**src/rtl/lcd_pkg.sv**
```systemverilog
`default_nettype none
// ============================================================================
// Module      : lcd_pkg
// Description : Shared constants for the LCD arbiter: state encoding, line
//               width, blank-line value and default timing.
// Revision    : 1.0 - initial release
// ============================================================================
package lcd_pkg;

    localparam int LCD_LINE_W = 128;
    localparam int ID_W       = 3;

    localparam logic [7:0]            ASCII_SPACE = 8'h20;
    localparam logic [LCD_LINE_W-1:0] LINE_BLANK  = {(LCD_LINE_W / 8){ASCII_SPACE}};

    localparam int DEFAULT_NUM_REQ     = 4;
    localparam int DEFAULT_HOLD_CYCLES = 200;
    localparam int DEFAULT_BUSY_CYCLES = 250000;

    localparam logic [2:0] S_WAIT_INIT = 3'd0;
    localparam logic [2:0] S_IDLE      = 3'd1;
    localparam logic [2:0] S_GRANT     = 3'd2;
    localparam logic [2:0] S_REFRESH   = 3'd3;
    localparam logic [2:0] S_BUSY      = 3'd4;
    localparam logic [2:0] S_DONE      = 3'd5;

    function automatic int f_max(input int a, input int b);
        return (a > b) ? a : b;
    endfunction

endpackage
`default_nettype wire

```
**src/rtl/rr_picker.sv**
```systemverilog
`default_nettype none
// ============================================================================
// Module      : rr_picker
// Description : Combinational round-robin picker; the first set request at or
//               after ptr (wrapping) wins.
// Revision    : 1.0 - initial release
// ============================================================================
module rr_picker
    import lcd_pkg::*;
#(
    parameter int NUM_REQ = DEFAULT_NUM_REQ
) (
    input  logic [NUM_REQ-1:0] req,
    input  logic [ID_W-1:0]    ptr,
    output logic [NUM_REQ-1:0] grant,
    output logic [ID_W-1:0]    grant_id
);

    int w_dist;
    int w_best;

    // Smallest circular distance from ptr among the active requests wins.
    always_comb begin
        grant    = '0;
        grant_id = '0;
        w_best   = NUM_REQ;
        w_dist   = 0;
        for (int j = 0; j < NUM_REQ; j++) begin
            w_dist = (j >= int'(ptr)) ? (j - int'(ptr)) : (j + NUM_REQ - int'(ptr));
            if (req[j] && (w_dist < w_best)) begin
                w_best   = w_dist;
                grant    = '0;
                grant[j] = 1'b1;
                grant_id = ID_W'(j);
            end
        end
    end

endmodule
`default_nettype wire

```
**src/rtl/lcd_arbiter.sv**
```systemverilog
`default_nettype none
// ============================================================================
// Module      : lcd_arbiter
// Description : Shares one LCD controller between NUM_REQ requesters, one frame
//               at a time. Define LCD_ARB_URGENT_EN to give requester 0 priority.
// Revision    : 1.0 - initial release
// ============================================================================
module lcd_arbiter
    import lcd_pkg::*;
#(
    parameter int NUM_REQ     = DEFAULT_NUM_REQ,
    parameter int HOLD_CYCLES = DEFAULT_HOLD_CYCLES,
    parameter int BUSY_CYCLES = DEFAULT_BUSY_CYCLES
) (
    input  logic                          clk,
    input  logic                          reset_n,
    input  logic [NUM_REQ-1:0]            req,
    input  logic [NUM_REQ*LCD_LINE_W-1:0] req_line1,
    input  logic [NUM_REQ*LCD_LINE_W-1:0] req_line2,
    output logic [NUM_REQ-1:0]            ack,
    output logic [NUM_REQ-1:0]            done,
    output logic                          busy,
    output logic [ID_W-1:0]               cur_id,
    input  logic                          lcd_ready,
    output logic [LCD_LINE_W-1:0]         lcd_line1,
    output logic [LCD_LINE_W-1:0]         lcd_line2,
    output logic                          lcd_refresh
);

    localparam int c_CNT_W = $clog2(f_max(HOLD_CYCLES, BUSY_CYCLES) + 1);

    logic [2:0]            r_state;
    logic [2:0]            w_state_nxt;
    logic [c_CNT_W-1:0]    r_cnt;
    logic [ID_W-1:0]       r_rr_ptr;
    logic [ID_W-1:0]       w_ptr_nxt;
    logic [ID_W-1:0]       r_cur_id;
    logic [NUM_REQ-1:0]    r_ack;
    logic [NUM_REQ-1:0]    r_done;
    logic                  r_busy;
    logic                  r_refresh;
    logic [LCD_LINE_W-1:0] r_line1;
    logic [LCD_LINE_W-1:0] r_line2;

    logic [NUM_REQ-1:0]    w_pick_req;
    logic [NUM_REQ-1:0]    w_pick_grant;
    logic [ID_W-1:0]       w_pick_id;
    logic [NUM_REQ-1:0]    w_grant;
    logic [ID_W-1:0]       w_win_id;
    logic [LCD_LINE_W-1:0] w_sel_line1;
    logic [LCD_LINE_W-1:0] w_sel_line2;

    rr_picker #(
        .NUM_REQ (NUM_REQ)
    ) u_rr_picker (
        .req      (w_pick_req),
        .ptr      (r_rr_ptr),
        .grant    (w_pick_grant),
        .grant_id (w_pick_id)
    );

`ifdef LCD_ARB_URGENT_EN
    assign w_pick_req = {req[NUM_REQ-1:1], 1'b0};
    assign w_grant    = req[0] ? NUM_REQ'(1) : w_pick_grant;
    assign w_win_id   = req[0] ? '0 : w_pick_id;
`else
    assign w_pick_req = req;
    assign w_grant    = w_pick_grant;
    assign w_win_id   = w_pick_id;
`endif

    always_comb begin
        w_sel_line1 = LINE_BLANK;
        w_sel_line2 = LINE_BLANK;
        for (int j = 0; j < NUM_REQ; j++) begin
            if (w_win_id == ID_W'(j)) begin
                w_sel_line1 = req_line1[j*LCD_LINE_W +: LCD_LINE_W];
                w_sel_line2 = req_line2[j*LCD_LINE_W +: LCD_LINE_W];
            end
        end
    end

    always_comb begin
        w_ptr_nxt = (r_cur_id == ID_W'(NUM_REQ - 1)) ? '0 : r_cur_id + 1'b1;
`ifdef LCD_ARB_URGENT_EN
        if (r_cur_id == '0) begin
            w_ptr_nxt = r_rr_ptr;
        end
`endif
    end

    always_comb begin
        w_state_nxt = r_state;
        case (r_state)
            S_WAIT_INIT: if (lcd_ready) w_state_nxt = S_IDLE;
            S_IDLE:      if (|req) w_state_nxt = S_GRANT;
            S_GRANT:     w_state_nxt = S_REFRESH;
            S_REFRESH:   if (r_cnt == c_CNT_W'(HOLD_CYCLES - 1)) w_state_nxt = S_BUSY;
            S_BUSY:      if (r_cnt == c_CNT_W'(BUSY_CYCLES - 1)) w_state_nxt = S_DONE;
            S_DONE:      w_state_nxt = S_IDLE;
            default:     w_state_nxt = S_WAIT_INIT;
        endcase
        // Losing the controller aborts whatever is in flight.
        if (!lcd_ready && (r_state != S_WAIT_INIT)) begin
            w_state_nxt = S_WAIT_INIT;
        end
    end

    always_ff @(posedge clk or negedge reset_n) begin
        if (!reset_n) begin
            r_state   <= S_WAIT_INIT;
            r_cnt     <= '0;
            r_rr_ptr  <= '0;
            r_cur_id  <= '0;
            r_ack     <= '0;
            r_done    <= '0;
            r_busy    <= 1'b0;
            r_refresh <= 1'b0;
            r_line1   <= LINE_BLANK;
            r_line2   <= LINE_BLANK;
        end else begin
            r_state   <= w_state_nxt;
            r_busy    <= (w_state_nxt != S_IDLE);
            r_refresh <= (w_state_nxt == S_REFRESH);
            r_ack     <= '0;
            r_done    <= '0;

            if (w_state_nxt != r_state) begin
                r_cnt <= '0;
            end else if ((r_state == S_REFRESH) || (r_state == S_BUSY)) begin
                r_cnt <= r_cnt + 1'b1;
            end

            if ((r_state == S_IDLE) && (w_state_nxt == S_GRANT)) begin
                r_ack    <= w_grant;
                r_cur_id <= w_win_id;
                r_line1  <= w_sel_line1;
                r_line2  <= w_sel_line2;
            end

            if ((r_state == S_BUSY) && (w_state_nxt == S_DONE)) begin
                r_done   <= NUM_REQ'(1) << r_cur_id;
                r_rr_ptr <= w_ptr_nxt;
            end
        end
    end

    assign ack         = r_ack;
    assign done        = r_done;
    assign busy        = r_busy;
    assign cur_id      = r_cur_id;
    assign lcd_line1   = r_line1;
    assign lcd_line2   = r_line2;
    assign lcd_refresh = r_refresh;

endmodule
`default_nettype wire

```
**config.mk**
```make
export PLATFORM = sky130hd
export DESIGN_NAME = lcd_arbiter
export DESIGN_NICKNAME = d
export VERILOG_FILES = /design/src/rtl/lcd_pkg.sv /design/src/rtl/rr_picker.sv /design/src/rtl/lcd_arbiter.sv
export SDC_FILE = /design/constraint.sdc
export NUM_CORES = 1
export LEC_CHECK = 0
export CAP_MARGIN = 20
export CORE_AREA = 8 8 500 502
export CTS_CLUSTER_SIZE = 25
export DETAILED_ROUTE_END_ITERATION = 6
export DIE_AREA = 0 0 508 510
export PLACE_DENSITY = 0.3
export SLEW_MARGIN = 5
export SYNTH_ARGS = -nofsm -noshare
export SYNTH_HDL_FRONTEND = slang
export SYNTH_HIERARCHICAL = 1
export SYNTH_SLANG_ARGS = --single-unit
```
**constraint.sdc**
```tcl
create_clock -name clk -period 6 [get_ports clk]
set_clock_uncertainty 0.05 [all_clocks]
set_input_delay 1.2 -clock clk [delete_from_list [all_inputs] [get_ports clk]]
set_output_delay 1.2 -clock clk [all_outputs]
set_load 0.05 [all_outputs]
```
======== Yosys cells after proc, flatten, opt, wreduce, memory -nomap -nowiden ========
Cells that the tools add are included.
Widths: inputs -> output; s select.
operators by class
  $add $sub $neg .......................... 10
  multipliers ............................. 0
  div/mod/pow operators ................... 0
  order comparisons ....................... 8
  equality and inequality tests ........... 16
  shift-type cells ........................ 1
  mux-type cells .......................... 33
  bitwise logic cells ..................... 0
  reductions and logical operators ........ 14
operator list
  cell                   number
  $mux 128               8
  $mux 32                7
  $lt 32x32->1           3
  $mux 18                2
  $lt 32x4->1 const B    1
  $eq 3x2->1 const B     7
  $mux 3                 7
  $add 18x1->18 const B  1
  $eq 18x18->1 const B   1
  $eq 18x8->1 const B    1
  $pmux 3 s6             1
  $sub 3x3->4 const A    4
  $mux 4                 3
  $eq 3x3->1 const B     3
  $sub 1x3->4 const A    2
  $sub 2x3->4 const A    2
  $logic_and 1x1->1      7
  $eq 3x1->1 const B     2
  $ge 1x3->1 const A     2
  $ge 2x3->1 const A     2
  $logic_not 3->1        2
  $mux 2                 3
  $reduce_or 4->1        1
  $shl 1x3->4 const A    1
  other kinds (8)        9
storage, ports and cells
  bits in registers ....................... 293
  latch bits .............................. 0
  bits in writable memories ............... 0
  memory bits (read-only) ................. 0
  bits of input ports ..................... 1031
  output and inout port bits .............. 269
  memories kept ........................... 0

======== Logic depth before layout (Yosys ltp) ========
Gate-level depths: netlist of the first run.
  depth after elaboration ................. 19
  gate-level depth with buffers ........... 25
  gate-level depth less buffers ........... 22

======== Cells and area by module ========
The synthesis of the first run kept the hierarchy.
by module, submodules not included
  module       instances  cells each  area an instance (µm²)  sequential area each (µm²)
  lcd_arbiter  1          1074        16910.0                 7372.1
  rr_picker    1          83          659.4                   0.0

======== Least setup slack after synthesis of the first run ========
OpenSTA, ideal clock, no wires.
  path type ............................... in2reg
  from .................................... input port req[0]
  to ...................................... register r_line2[100] (netlist: lcd_line2[100])
  library setup time ...................... 121 ps
  arrival time ............................ 6410 ps
  slack ................................... -581 ps
  stages on the path ...................... 22
  path through ............................ o221ai_1 -> ha_1 -> or2b_1 -> a2111oi_4 -> o31ai_4 -> mux2_4 -> ha_1 -> o21ai_0 -> a22oi_1 -> o21a_1 -> mux2_4 -> ha_1 -> and2b_1 -> o21ai_0 -> nand2_1 -> o21ai_0 -> a211o_1 -> clkbuf_1 -> buf_2 -> clkbuf_1 -> mux4_2 -> a22o_1
between the ends
  word-level cells in the longest chain between the ends .. 16
  elaborated cells on any way between the ends .. 27
ends and longest elaborated chain
  what                    RTL line            RTL
  from (decl)             lcd_arbiter.sv:17   input logic [NUM_REQ-1:0] req,
  $logic_and 1x1->1 *     rr_picker.sv:30     if (req[j] && (w_dist < w_best)) begin
  $mux 32 *               rr_picker.sv:30
  $lt 32x32->1            rr_picker.sv:30
  $logic_and 1x1->1       rr_picker.sv:30
  $mux 32                 rr_picker.sv:30
  $lt 32x32->1            rr_picker.sv:30
  $logic_and 1x1->1       rr_picker.sv:30
  $mux 32                 rr_picker.sv:30
  $lt 32x32->1            rr_picker.sv:30
  $logic_and 1x1->1       rr_picker.sv:30
  $mux 2 *                rr_picker.sv:30
  via w_pick_id[0]        lcd_arbiter.sv:47   logic [ID_W-1:0] w_pick_id;
  $logic_not 3->1         lcd_arbiter.sv:76   if (w_win_id == ID_W'(j)) begin
  $mux 128 (3 in series)  lcd_arbiter.sv:76
  $mux 128 *              lcd_arbiter.sv:76
  to (signal assigned)    lcd_arbiter.sv:138  r_line2 <= w_sel_line2;
  to (decl)               lcd_arbiter.sv:43   logic [LCD_LINE_W-1:0] r_line2;
Mark *: on every way through the listed nets, which the timed path passes. The rest lies on a longest branch.
A chain may end at the register's enable or synchronous reset.

======== Worst setup path after layout of the first run ========
  from .................................... input port req[0]
  to ...................................... register r_line1[72] (netlist: lcd_line1[72])
between the ends
  word-level cells in the longest chain between the ends .. 16
  elaborated cells on any way between the ends .. 27
ends and longest elaborated chain
  what                    RTL line            RTL
  $logic_and 1x1->1 *     rr_picker.sv:30
  $mux 32 *               rr_picker.sv:30
  $lt 32x32->1            rr_picker.sv:30
  $logic_and 1x1->1       rr_picker.sv:30
  $mux 32                 rr_picker.sv:30
  $lt 32x32->1            rr_picker.sv:30
  $logic_and 1x1->1       rr_picker.sv:30
  $mux 32                 rr_picker.sv:30
  $lt 32x32->1            rr_picker.sv:30
  $logic_and 1x1->1       rr_picker.sv:30
  $mux 2 *                rr_picker.sv:30
  via w_pick_id[0]        lcd_arbiter.sv:47
  $logic_not 3->1         lcd_arbiter.sv:76
  $mux 128 (3 in series)  lcd_arbiter.sv:76
  $mux 128 *              lcd_arbiter.sv:76
  to (signal assigned)    lcd_arbiter.sv:137  r_line1 <= w_sel_line1;
  to (decl)               lcd_arbiter.sv:42   logic [LCD_LINE_W-1:0] r_line1;
Marked as above.

==> out/results.tsv, run 1 <==
metric	value	unit
worst hold start	lcd_line1[3]	
HP Class	reg -> reg	
Pwr Total	13.1	mW
crit path launch type	primary input	
multi-input combinational cell area	0.00975	mm2
CP arrival	6.26	ns
Setup crit end kind	register	
Max-Cap Viols	0	
root buffer cell	clkbuf_16	
CTS tree	yes	
antenna-violating nets left	0	
DR WL/cell	34.4	um
PwrDens	345	mW/mm2
mean post-synth cell area	15.2	um2
setup TNS	0	ns
Critical Path RT	6.48	ns
DRC Markers	0	
Worst Setup SP	req[0]	
Crit Reg-Reg Startpoint	r_rr_ptr[0]	
Synth top area share	0.372	
GRT busiest layer	met2	
GRT Overall Usage	0.143	
worst reg2reg path depth	26	
cell taking the most area after synthesis	dfrtp_1	
Crit. path cell count	24	
clock-pin slew on the worst setup and hold paths	0.06	ns
final hold vios	0	
die area	0.259	mm2
Worst Setup Path Type	in -> reg	
Post-synth ARST share	1.00	
Max FO, Critical Path	8	
fin util	0.156	
Top Ports	1300	
first-pass GRT wire length	241000	um
initial DRC count	1384	
initial antenna violation count	224	
Setup crit end	lcd_line1[72]	
Routed WL	201000	um
yosys warns	6	
max frequency	0.173	GHz
Top FF cell, synth	dfrtp_1	
Top delay family on crit path	compound AO/OA/AOI/OAI gates	
r2r setup slk	0.22	ns
largest net degree at the start of global routing	111	
worst vdd ir	0.000211	V
top-count cell post-synth	dfrtp_1	
GR Layer Usage met2	0.237	
final RePlAce weighted congestion	0.835	
DP HPWL	170000	um
share of cells above drive strength 1	0.212	
Port-buffer cells	1299	
CP peak stage delay	0.44	ns
die height	510	um
met3 Track Usage GR	0.0744	
Fill cells	26900	
clk sink count	293	
Post-synth EDFFs	0	
synth top area cells	dfrtp_1 (37%), mux4_2 (33%), a22o_1 (11%), dfstp_2 (4.8%), o22a_1 (1.6%)	
Synth cell types	66	
Worst-Skew Late Latency	0.63	ns
register area share after synthesis	0.420	
Layout Nets	3584	
endpoints failing setup	0	
#FFs+latches synth	293	
Post-Synthesis Cells	1157	
met1 usage	0.161	
status	completed	
synthesized area	0.0176	mm2
CP bufs+invs	7	
# H-tree levels	2	
slowest stage cell, crit path	mux4_2	
Pre-antenna DRT Iters	5	
top cells by count, synth	dfrtp_1 (261), mux4_2 (256), a22o_1 (224), clkbuf_1 (62), buf_2 (42)	
grt total ovfl	0	
row count	181	
Via density	3.33	
vias in the first global route	19900	
Area Growth Syn to Fin	115	%
Slew Limit Fails	0	
worst r2r dst	lcd_line1[72]	
via count	19400	
Cell Chain, Critical Path	clkdlybuf4s15_2 -> o221ai_2 -> ha_1 -> or2b_1 -> a2111oi_4 -> buf_4 -> o21a_1 -> a21oi_2 -> ha_4 -> nor3b_4 -> nand3_2 -> buf_4 -> o21ai_4 -> mux2_4 -> ha_4 -> nor4bb_1 -> and2_1 -> a211o_4 -> buf_16 -> buf_16 -> buf_12 -> buf_12 -> mux4_2 -> a22o_1	
Clock Path Buffers	3	
FF+latch area	0.00737	mm2
Initial Utilization	0.0726	
die width	508	um
Tcrit/Tclk final	0.963	
CTS Buf Count	48	
CORE AREA	0.242	mm2
Slew headroom	0.300	
Final Critical Period	5.78	ns
Leak	13.5	nW
slew at the pin closest to its max-slew limit	1.05	ns
-- flip-flops by register name, indices dropped and copies added (netlist names) --
| register | cells |
|---|---|
| r_state | 3 |
| lcd_line1 | 128 |
| cur_id | 3 |
| done | 4 |
| r_cnt | 18 |
| lcd_refresh | 1 |
| busy | 1 |
| lcd_line2 | 128 |
| r_rr_ptr | 3 |
| ack | 4 |
-- metal layers --
layer | share of wire | vias to the layer above
met5 | 0.0046 | -
met4 | 0.027 | 144
met3 | 0.13 | 387
met2 | 0.48 | 1332
met1 | 0.36 | 9812
li1 | - | 7748
-- how the worst min path moves through the flow --
stage	end	slack, ns	cells after the start
final	lcd_line1[3]	0.45	1
after global routing	lcd_line2[98]	0.46	1
after CTS	lcd_line1[39]	0.46	1
after detailed placement	lcd_line1[113]	0.44	1
after global placement	lcd_line2[12]	0.44	1
after floorplan	r_cnt[10]	0.49	2
-- power breakdown --
group / internal, mW / switching [mW]
clock: 1.62 / 1.21
sequential: 2.71 / 0.575
combinational: 2.78 / 4.17
total: 7.11 / 5.95
-- cell families after synthesis --
| kind of cell | after synthesis | share of synthesized area |
|---|---|---|
| xor+xnor | 18 | 0.00897 |
| other cells | 1 | 0.000213 |
| flops | 293 | 0.420 |
| buf+inv | 136 | 0.0333 |
| fa+ha+maj | 18 | 0.0128 |
| compound gates | 303 | 0.150 |
| mux | 261 | 0.332 |
| simple gates | 127 | 0.0429 |
-- cell type report --
class	instances	area share
Timing Repair Buffer	1447	0.397
Multi-Input combinational cell	730	0.258
Sequential cell	293	0.195
Tap cell	3202	0.106
Clock buffer	79	0.0380
Antenna cell	54	0.00357
Inverter	15	0.00149
Clock inverter	9	0.00145
-- layout by cell type, fill, tap and decap left out, types with 25 or more instances in the layout --
cell type,n
dfstp_2,32
nor3_1,27
clkbuf_16,60
buf_4,76
nand2_1,25
a22o_1,224
dfrtp_1,261
mux4_2,256
clkdlybuf4s50_1,1297
o22a_1,32
diode_2,54
-- per-stage QoR --
stage	cells	worst slack, ns	hold WS [ns]	area [um2]
2_1_floorplan	1159	0.00563	0.490	18000
3_3_place_gp	5646	-1.03	0.437	35200
3_5_place_dp	5647	-1.01	0.440	35200
4_1_cts	5737	-0.0175	0.457	36900
5_1_grt	5806	-0.00842	0.462	37800
6_report	5829	0.221	0.452	37800
-- repair_timing --
item / CTS / global route
setup endpoints to repair: 255 / 256
setup buffers: 0 / 25
gates resized for setup: 25 / 52
pin swaps: 1 / 9
hold buffers: 0 / 0
gates cloned: 2 / 13
No activity file was read; power rests on OpenSTA's default activity.
==> inputs of run 2 (changes only) <==
--- a/config.mk
+++ b/config.mk
@@ -6,13 +6,12 @@
 export NUM_CORES = 1
 export LEC_CHECK = 0
 export CAP_MARGIN = 20
-export CORE_AREA = 8 8 500 502
-export CTS_CLUSTER_SIZE = 25
+export CORE_AREA = 8 8 497 499
+export CTS_CLUSTER_SIZE = 24
 export DETAILED_ROUTE_END_ITERATION = 6
-export DIE_AREA = 0 0 508 510
+export DIE_AREA = 0 0 505 507
 export PLACE_DENSITY = 0.3
 export SLEW_MARGIN = 5
 export SYNTH_ARGS = -nofsm -noshare
 export SYNTH_HDL_FRONTEND = slang
-export SYNTH_HIERARCHICAL = 1
 export SYNTH_SLANG_ARGS = --single-unit
==> constraint.sdc (replaced) <==
create_clock -name clk -period 6.4 [get_ports clk]
set_clock_uncertainty 0.05 [all_clocks]
set_input_delay 1.28 -clock clk [delete_from_list [all_inputs] [get_ports clk]]
set_output_delay 1.28 -clock clk [all_outputs]
set_load 0.05 [all_outputs]
==> run 2 against run 1 <==
Sequential cell count is 2 lower. First-iteration DRC count is 30% higher. Sequential share of layout area is 0.49 points lower. Setup slack better by 0.12 ns. Utilization is 0.47 points higher. Routed wire length is 6.2% higher. Largest power group unchanged.
==> out/results.tsv, run 2 <==
metric	value	unit	change
status	completed		unchanged
clk sink count	291		was 293
Clock Path Buffers	3		unchanged
Post-synth ARST share	1.00		unchanged
share of cells above drive strength 1	0.0970		was 0.212
crit path launch type	register		was primary input
worst vdd ir	0.000176	V	was 0.000211 V
PwrDens	304	mW/mm2	was 345 mW/mm2
Worst Setup Path Type	reg -> reg		was in -> reg
row count	180		was 181
Seq pwr share	0.237		was 0.252
largest net degree at the start of global routing	109		was 111
Area after DPL	0.0367	mm2	was 0.0352 mm2
Layout Nets	4552		was 3,584
CTS tree	yes		unchanged
Max FO, Critical Path	13		was 8
mean post-synth cell area	8.44	um2	was 15.2 um2
worst hold slack	0.450	ns	was 0.452 ns
CORE AREA	0.239	mm2	was 0.242 mm2
Comb pwr share	0.499		was 0.532
top cells by count, synth	a221o_1 (299), nor2_1 (293), dfrtp_1 (259), clkbuf_1 (184), a31oi_1 (175)		was dfrtp_1 (261), mux4_2 (256), a22o_1 (224), clkbuf_1 (62), buf_2 (42)
met1 usage	0.199		was 0.161
Post-Synthesis Cells	2176		was 1,157
Fill cells	27200		was 26,900
Leak	14.8	nW	was 13.5 nW
Setup crit end kind	register		unchanged
Max-Cap Viols	0		unchanged
most frequent cells in the layout	clkdlybuf4s50_1 (1,296), a221o_1 (298), nor2_1 (290), dfrtp_1 (259), a31oi_1 (174)		was clkdlybuf4s50_1 (1,297), dfrtp_1 (261), mux4_2 (256), a22o_1 (224), buf_4 (76)
die width	505	um	was 508 um
synthesized area	0.0184	mm2	was 0.0176 mm2
GRT Overall Usage	0.158		was 0.143
# H-tree levels	2		unchanged
Via density	3.66		was 3.33
initial DRC count	1793		was 1,384
synth top area cells	dfrtp_1 (35%), a221o_1 (16%), nor2_1 (6.0%), a31oi_1 (6.0%), and2_1 (5.4%)		was dfrtp_1 (37%), mux4_2 (33%), a22o_1 (11%), dfstp_2 (4.8%), o22a_1 (1.6%)
yosys warns	0		was 6
Pre-antenna DRT Iters	5		unchanged
register area share after synthesis	0.399		was 0.420
Initial Utilization	0.0768		was 0.0726
Final Cell Area	0.0386	mm2	was 0.0378 mm2
HP Class	reg -> reg		unchanged
Critical Path RT	6.92	ns	was 6.48 ns
cell taking the most area after synthesis	dfrtp_1		unchanged
clock-pin slew on the worst setup and hold paths	0.06	ns	about the same
GR Layer Usage met2	0.252		was 0.237
max frequency	0.165	GHz	
Post-synth EDFFs	0		unchanged
Sw Pwr	5.27	mW	was 5.95 mW
first-pass GRT wire length	273000	um	was 241,000 um
Int Pwr	6.45	mW	was 7.11 mW
die height	507	um	was 510 um
Top Ports	1300		unchanged
#FFs+latches synth	291		was 293
Port-buffer cells	1298		was 1,299
Worst-Skew Late Latency	0.66	ns	was 0.63 ns
DR WL/cell	31.5	um	was 34.4 um
commonest non-fill, non-tap cell in the layout	clkdlybuf4s50_1		unchanged
CP arrival	6.58	ns	was 6.26 ns
met3 Track Usage GR	0.0727		was 0.0744
final RePlAce weighted congestion	0.841		was 0.835
Tcrit/Tclk final	0.947		
Routed WL	213000	um	was 201,000 um
RSZ-0062 raised after global routing	false		
endpoints failing setup	0		unchanged
top-count cell post-synth	a221o_1		was dfrtp_1
slew at the pin closest to its max-slew limit	1.10	ns	was 1.05 ns
Synth top area share	0.353		was 0.372
via count	24700		was 19,400
root buffer cell	clkbuf_16		unchanged
Slew Limit Fails	0		unchanged
GRT busiest layer	met2		unchanged
Synth cell types	57		was 66
Clk pwr share	0.264		was 0.217
DP HPWL	176000	um	was 170,000 um
final hold vios	0		unchanged
Top FF cell, synth	dfrtp_1		unchanged
CTS Buf Count	52		was 48
DRC Markers	0		unchanged
die area	0.256	mm2	was 0.259 mm2
grt total ovfl	0		unchanged
antenna-violating nets left	0		unchanged
vias in the first global route	25700		was 19,900
Slew headroom	0.261		was 0.300
initial antenna violation count	167		was 224
switching part of the total	0.450		was 0.456
Final Critical Period	6.06	ns	
Area Growth Syn to Fin	110	%	was 115%
==> run 2: kinds of logic after synthesis <==
kind of cell | after synthesis | synth area share
compound gates | 820 | 0.332
simple gates | 648 | 0.169
buf+inv | 383 | 0.0812
flops | 291 | 0.399
xor+xnor | 17 | 0.00810
fa+ha+maj | 14 | 0.00953
mux | 2 | 0.00116
other cells | 1 | 0.000204
==> run 2: what timing repair did <==
action	in CTS	in global routing
pin swaps	0	1
resized for setup	3	4
buffers inserted	0	1
endpoints found under the setup margin	2	165
hold buffers	0	0
==> run 2: critical path, stage by stage (launching register included) <==
cell       delay, ns
dfrtp_1         0.49
inv_1           0.13
ha_1            0.37
nand2_1         0.10
ha_1            0.20
a211o_1         0.31
a311o_1         0.35
buf_4           0.16
nand2_2         0.09
nor2_1          0.05
a21oi_1         0.19
ha_1            0.29
o21a_1          0.15
a2111oi_4       0.40
nor2_4          0.08
mux2_4          0.32
ha_4            0.22
nor2b_4         0.12
o21a_1          0.20
or2_4           0.25
nor4_4          0.28
buf_4           0.17
buf_12          0.11
nor3_4          0.04
buf_12          0.17
buf_4           0.26
a221o_1         0.33
==> run 2: layer usage <==
metal / vias up / share of wire / routed length (um)
li1: 10800 / - / -
met1: 12200 / 0.42 / 89600
met2: 1336 / 0.45 / 95100
met3: 286 / 0.11 / 24300
met4: 124 / 0.016 / 3480
met5: - / 0.0038 / 816
==> run 2: power groups by stage <==
| stage | clock network, mW | registers, mW | logic [mW] |
|---|---|---|---|
| after floorplan | 0 | 4.51 | 1.16 |
| after global placement | 0 | 2.80 | 5.95 |
| after detailed placement | 0 | 2.80 | 5.94 |
| after CTS | 3.26 | 2.79 | 5.96 |
| after global routing | 3.29 | 2.85 | 6.11 |
| final | 3.09 | 2.78 | 5.85 |
==> run 2: area by class of cell <==
| cell class | instances | area [um2] | area share |
|---|---|---|---|
| clock inverters | 16 | 228 | 0.00591 |
| multi-input cells | 1506 | 9750 | 0.253 |
| diodes | 30 | 75.1 | 0.00195 |
| flip-flops and latches | 291 | 7320 | 0.190 |
| well taps | 3185 | 3990 | 0.103 |
| clock buffers | 79 | 1530 | 0.0398 |
| repair buffers | 1498 | 15100 | 0.391 |
| inverters | 158 | 593 | 0.0154 |
==> run 2: stage by stage <==
step / std cells / total power, mW / TNS (ns) / utilization / setup slack (ns)
floorplan: 2180 / 5.67 / -6.29 / - / -0.0628
global placement: 6636 / 8.75 / -133.06 / 0.153 / -1.12
detailed placement: 6637 / 8.74 / -119.10 / 0.153 / -1.07
CTS: 6732 / 12.0 / 0 / 0.161 / 0.0384
global route: 6736 / 12.3 / 0 / 0.161 / 0.0526
finish: 6763 / 11.7 / 0 / 0.161 / 0.342
==> run 2: final timing paths <==
| path | from | to | slack [ns] | cells past startpoint |
|---|---|---|---|---|
| max | r_rr_ptr[0] | lcd_line2[89] | 0.34 | 26 |
| min | lcd_line1[13] | lcd_line1[13] | 0.45 | 2 |
| max reg2reg | r_rr_ptr[0] | lcd_line2[89] | 0.34 | 26 |
| min reg2reg | lcd_line1[13] | lcd_line1[13] | 0.45 | 2 |
| max in group asynchronous | reset_n | lcd_line1[89] | 4.34 | 2 |
| min in group asynchronous | reset_n | lcd_line2[91] | 0.58 | 1 |
